[config.mk]
export PLATFORM = sky130hd
export DESIGN_NAME = mem_lvt_2wnr
export DESIGN_NICKNAME = d
export VERILOG_FILES = /design/src/rtl/mem_lvt_2wnr.sv
export SDC_FILE = /design/constraint.sdc
export NUM_CORES = 2
export LEC_CHECK = 0
export BUFFER_PORTS_ARGS = -buffer_cell sky130_fd_sc_hd__buf_4
export CORE_MARGIN = 1
export CORE_UTILIZATION = 42
export DETAILED_ROUTE_END_ITERATION = 10
export PLACE_DENSITY = 0.55
export SKIP_LAST_GASP = 1
export SYNTH_ARGS = -nofsm -noshare
export SYNTH_HDL_FRONTEND = slang
export SYNTH_SLANG_ARGS = --single-unit
[constraint.sdc]
create_clock -name clock -period 6.5 [get_ports clock]
set_clock_uncertainty 0.2 [all_clocks]
set_input_delay 0.325 -clock clock [delete_from_list [all_inputs] [get_ports clock]]
set_output_delay 0.325 -clock clock [all_outputs]
set_load 0.05 [all_outputs]
[src/rtl/mem_lvt_2wnr.sv]
// mem_lvt_2wnr: two-write / N-read memory built from a live value table.
// Each write port owns a bank. Each bank is replicated once per read port.
// A 1-bit-per-word live value table records which bank holds the newest copy.
// Reads are registered with one cycle of latency. Out-of-range addresses
// read as zero and are never written.
// When both ports write the same address in one cycle, port 1 wins and the
// sticky write_conflict flag is set.
// Optional feature: define MEM_LVT_BYPASS_EN for write-first reads. A read of
// an address written in the same cycle then returns the new data. Without the
// macro, reads are read-first and return the pre-write contents.

module mem_lvt_2wnr #(
    parameter int WIDTH      = 32,
    parameter int DEPTH      = 16,
    parameter int ADDR_W     = 4,
    parameter int READ_PORTS = 4
) (
    input  logic                         clock,
    input  logic                         reset_n,
    input  logic                         we_0,
    input  logic [ADDR_W-1:0]            write_addr_0,
    input  logic [WIDTH-1:0]             write_data_0,
    input  logic                         we_1,
    input  logic [ADDR_W-1:0]            write_addr_1,
    input  logic [WIDTH-1:0]             write_data_1,
    input  logic [READ_PORTS*ADDR_W-1:0] read_addr,
    output logic [READ_PORTS*WIDTH-1:0]  read_data,
    output logic                         write_conflict
);

    localparam int IDX_W = (DEPTH > 1) ? $clog2(DEPTH) : 1;

    typedef logic [WIDTH-1:0] word_t;
    typedef logic [IDX_W-1:0] idx_t;

    // True when the address names a stored word.
    function automatic logic addr_ok(input logic [ADDR_W-1:0] a);
        return 32'(a) < DEPTH;
    endfunction

    // Storage index of an address; only meaningful after addr_ok().
    function automatic idx_t idx(input logic [ADDR_W-1:0] a);
        return a[IDX_W-1:0];
    endfunction

    word_t                        bank0_mem [READ_PORTS][DEPTH];
    word_t                        bank1_mem [READ_PORTS][DEPTH];

    logic [DEPTH-1:0]             lvt_q, lvt_d;
    logic                         write_conflict_q, write_conflict_d;
    logic [READ_PORTS*WIDTH-1:0]  read_data_q, read_data_d;

    logic                         wr0_req, wr1_req;
    logic                         wr0_en, wr1_en;
    logic                         conflict;

    // Qualify writes. Writes are ignored while reset is asserted or when the
    // address is out of range. On a same-address collision, port 0 is
    // dropped. Only in-range collisions count as conflicts.
    always_comb begin
        // NOTE: every always_comb output gets a default first so no path can infer a latch.
        wr0_req  = 1'b0;
        wr1_req  = 1'b0;
        conflict = 1'b0;
        wr0_en   = 1'b0;
        wr1_en   = 1'b0;
        wr0_req  = reset_n && we_0 && addr_ok(write_addr_0);
        wr1_req  = reset_n && we_1 && addr_ok(write_addr_1);
        conflict = wr0_req && wr1_req && (write_addr_0 == write_addr_1);
        wr1_en   = wr1_req;
        wr0_en   = wr0_req && !conflict;
    end

    // Next LVT contents and the sticky conflict flag.
    always_comb begin
        lvt_d            = lvt_q;
        write_conflict_d = write_conflict_q | conflict;
        if (wr0_en) lvt_d[idx(write_addr_0)] = 1'b0;
        if (wr1_en) lvt_d[idx(write_addr_1)] = 1'b1;
    end

    // Per-port read mux. The LVT value from before this edge picks the bank.
    // Write-first forwarding is added only in the bypass build.
    always_comb begin : read_mux
        logic [ADDR_W-1:0] ra;
        word_t             word;
        read_data_d = '0;
        ra          = '0;
        word        = '0;
        for (int k = 0; k < READ_PORTS; k++) begin
            ra   = read_addr[k*ADDR_W +: ADDR_W];
            word = '0;
            if (addr_ok(ra)) begin
                word = lvt_q[idx(ra)] ? bank1_mem[k][idx(ra)] : bank0_mem[k][idx(ra)];
`ifdef MEM_LVT_BYPASS_EN
                if (wr1_en && (write_addr_1 == ra)) begin
                    word = write_data_1;
                end else if (wr0_en && (write_addr_0 == ra)) begin
                    word = write_data_0;
                end
`endif
            end
            read_data_d[k*WIDTH +: WIDTH] = word;
        end
    end

    // Bank replicas. Every read port has its own copy of both banks.
    // NOTE: the banks are deliberately left without a reset; contents stay undefined until written, which lets them map onto RAM.
    always_ff @(posedge clock) begin
        for (int k = 0; k < READ_PORTS; k++) begin
            if (wr0_en) bank0_mem[k][idx(write_addr_0)] <= write_data_0;
            if (wr1_en) bank1_mem[k][idx(write_addr_1)] <= write_data_1;
        end
    end

    // Control state and registered read data, cleared by asynchronous reset.
    always_ff @(posedge clock or negedge reset_n) begin
        if (!reset_n) begin
            // NOTE: sequential state uses non-blocking assignments so every flop samples pre-edge values.
            lvt_q            <= '0;
            write_conflict_q <= 1'b0;
            read_data_q      <= '0;
        end else begin
            lvt_q            <= lvt_d;
            write_conflict_q <= write_conflict_d;
            read_data_q      <= read_data_d;
        end
    end

    assign read_data      = read_data_q;
    assign write_conflict = write_conflict_q;

endmodule

==> flow_summary.toml <==
[clock_network]
cts_resized = 0
clock-sinks = 1169
cts_tree = "yes"
path_clk_slew_ns = 0.06
insertion_delay_ns = 0.78
cts_root_buf = "clkbuf_16"
cts_buffer_depth = 3
htreeDepth = 4
cts_buffers = 137

[run_status]
status = "complete, no violations"

[flow_run]
cap_violations = 0

[sta]
maxSlewViolCount = 0
rsz0062_at_grt = "false"
finalSetupViolations = 0
fin_crit_sh = 0.602
finalHoldViolCount = 0
max_freq_mhz = 256
whs_ns = 0.0721
worstMarginPinSlew_ns = 1.19
period_needed_ns = 3.91
slew-limit-headroom = 0.208

[setup_path]
crit_type = "primary input to flop"
arrival_ns = 4.12
cp_max_fo = 63
end_kind = "flop"
cp-start-kind = "primary input"
required_ns = 6.71

[power_and_ir_drop]
power.density_nw_per_um2 = 267
ir_drop_mv = 0.272
power_leakage_uw = 0.0251

[grt]
grt_pass1_wl_um = 333000
grt-ovfl-total = 0
grt_max_degree = 112
grt_use_total = 0.296
grt_pass1_vias = 42610
antenna_found_initial = 6

[floorplan]
rows = 146
die_area_um2 = 162000
initial_utilization = 0.424
io_pins = 221
die_y_um = 402
die_x_um = 402
core_um2 = 159000

[synth]
synthArstFlopShare = 0.124
ys_types = 36
ys_ff_latch = 1169
syn-cell-area_um2 = 67300
netlist_instances = 3612
seq_area_frac_synth = 0.511
synth_edf_count = 1024
ys_warn_count = 0
ys.flop_type = "edfxtp_1"
synth.avg_cell_area_um2 = 18.6
postSynthNetCount = 3704

[route]
drcViolationCount = 0
routedWlPerCell_um = 40.1
vias = 41874
wl_met1_um = 93700
wl_met2_um = 111000
vias_per_cell = 7.03
ant_nets = 0
top_layer_used = "met4"
dr.pass1.iters = 6
dr_wl_met3_um = 23200
drt_wl_total_um = 239000
drtIter0Drc = 4984

[layout]
final_cell_count_no_fill = 5959
fill_cells = 13149
layout-area-overhead-vs-synth_pct = 13.3
drive_gt1_frac = 0.415
nets = 3866

[placed_design]
portBuffers = 220
dp.final_hpwl_um = 140000
gp_congestion = 0.869
dp_cells = 5629

[min_path]
hold_class = "primary input to flop"
-- repair_timing --
item	in CTS	in global routing
setup endpoints to repair	0	0
setup buffers	0	0
endpoints found under the hold margin	1123	0
hold buffers	78	0
-- critical path: stages --
cell and delay [ns]:
dlygate4sd3_1 0.52, dlygate4sd3_1 0.56, buf_6 0.49, nand4_1 0.68, nor2_4 0.94, buf_4 0.53
-- power breakdown --
part	switching, uW	internal [uW]	leakage (uW)	total, uW
Clock	3160	4470	0.00215	7620
Combinational	2450	1400	0.0121	3850
Sequential	422	8470	0.0109	8890
-- cell usage after synthesis, types with 4 or more instances --
master       n  area [um2]
a211oi_1     9        67.6
a21o_1       5        37.5
a22o_1       8        70.1
a22oi_1    384        2880
and2_1       8        50.1
buf_1        9        33.8
buf_2      188         941
buf_4       14         105
buf_6       16         180
clkbuf_1   144         541
dfrtp_1    145        3630
edfxtp_1  1024       30700
inv_1       17        63.8
mux2i_1    256        2560
mux4_2    1040       23400
nand2_1    131         492
nand2b_1     4        25.0
nand4_1      4        25.0
nor2_1      22        82.6
nor2b_1     16         100
nor3_1       4        20.0
o21a_1     128         961
o22ai_1      9        56.3
or2_1        4        25.0
xnor2_1      4        35.0
-- layout by cell type, fill, tap and decap left out, types with 5 or more instances in the layout --
master and count:
nor2_4 16, clkbuf_8 15, buf_8 8, a22o_2 8, a21o_1 5, clkbuf_1 36, clkinv_1 21, clkinv_2 15
nor2b_1 8, buf_6 5, o22ai_1 9, mux4_2 1040, inv_6 7, mux2i_1 256, edfxtp_1 1024, o21a_1 128
clkbuf_16 141, inv_1 13, nor2_1 6, nor2b_4 8, dfrtp_1 145, nand2_1 131, buf_12 13, a22oi_1 384
buf_4 293, bufinv_16 8, dlygate4sd3_1 77, a211oi_4 9
-- cells by family after synthesis --
logic type | after synthesis | synth area share
AO/OA/AOI/OAI | 553 | 0.0618
AND/OR/NAND/NOR | 200 | 0.0130
XOR/XNOR | 4 | 0.000520
flip-flops | 1169 | 0.511
multiplexers | 1296 | 0.386
buffers and inverters | 390 | 0.0279
-- through the flow --
stage                     setup WS [ns]  utilization  TNS, ns  power, uW  instance area, um2
after floorplan                  -0.533            -   -51.96      11200               67300
after global placement             2.77        0.448        0      12800               71100
after detailed placement           2.67        0.448        0      12800               71100
after CTS                          2.57        0.480        0      20400               76200
after global routing               2.45        0.480        0      20900               76200
final                              2.59        0.480        0      20400               76200
-- sequential cells by signal, indices dropped and copies added, names as in the netlist --
register,cells
write_conflict,1
read_data,128
bank1_mem,512
lvt_q,16
bank0_mem,512
-- metal layers --
layer / track usage / vias up
met3: 0.0721 / 396
met5: 0 / -
met4: 0.118 / 0
met1: 0.404 / 22776
li1: - / 16362
met2: 0.456 / 2340
-- area by class of cell --
type,count,area [um2],area share
repair buffers,396,3410,0.0447
clock inverters,56,513,0.00673
flip-flops and latches,1169,34400,0.451
well taps,2072,2590,0.0340
inverters,17,63.8,0.000837
diodes,4,10.0,0.000131
clock buffers,192,3870,0.0508
multi-input cells,2053,31400,0.412
-- final timing paths --
path                                      from  cells past startpoint                to  slack [ns]
worst max-delay path                   reset_n                      6  bank1_mem[0][30]        2.59
worst min-delay path                      we_1                      3         lvt_q[10]        0.07
worst max register to register       lvt_q[15]                      5     read_data[21]        3.21
worst min register to register  write_conflict                      1    write_conflict        0.28
max in group asynchronous              reset_n                      4     read_data[18]        4.14
min in group asynchronous              reset_n                      3     read_data[38]        0.48
No activity file was read; power rests on OpenSTA's default activity.
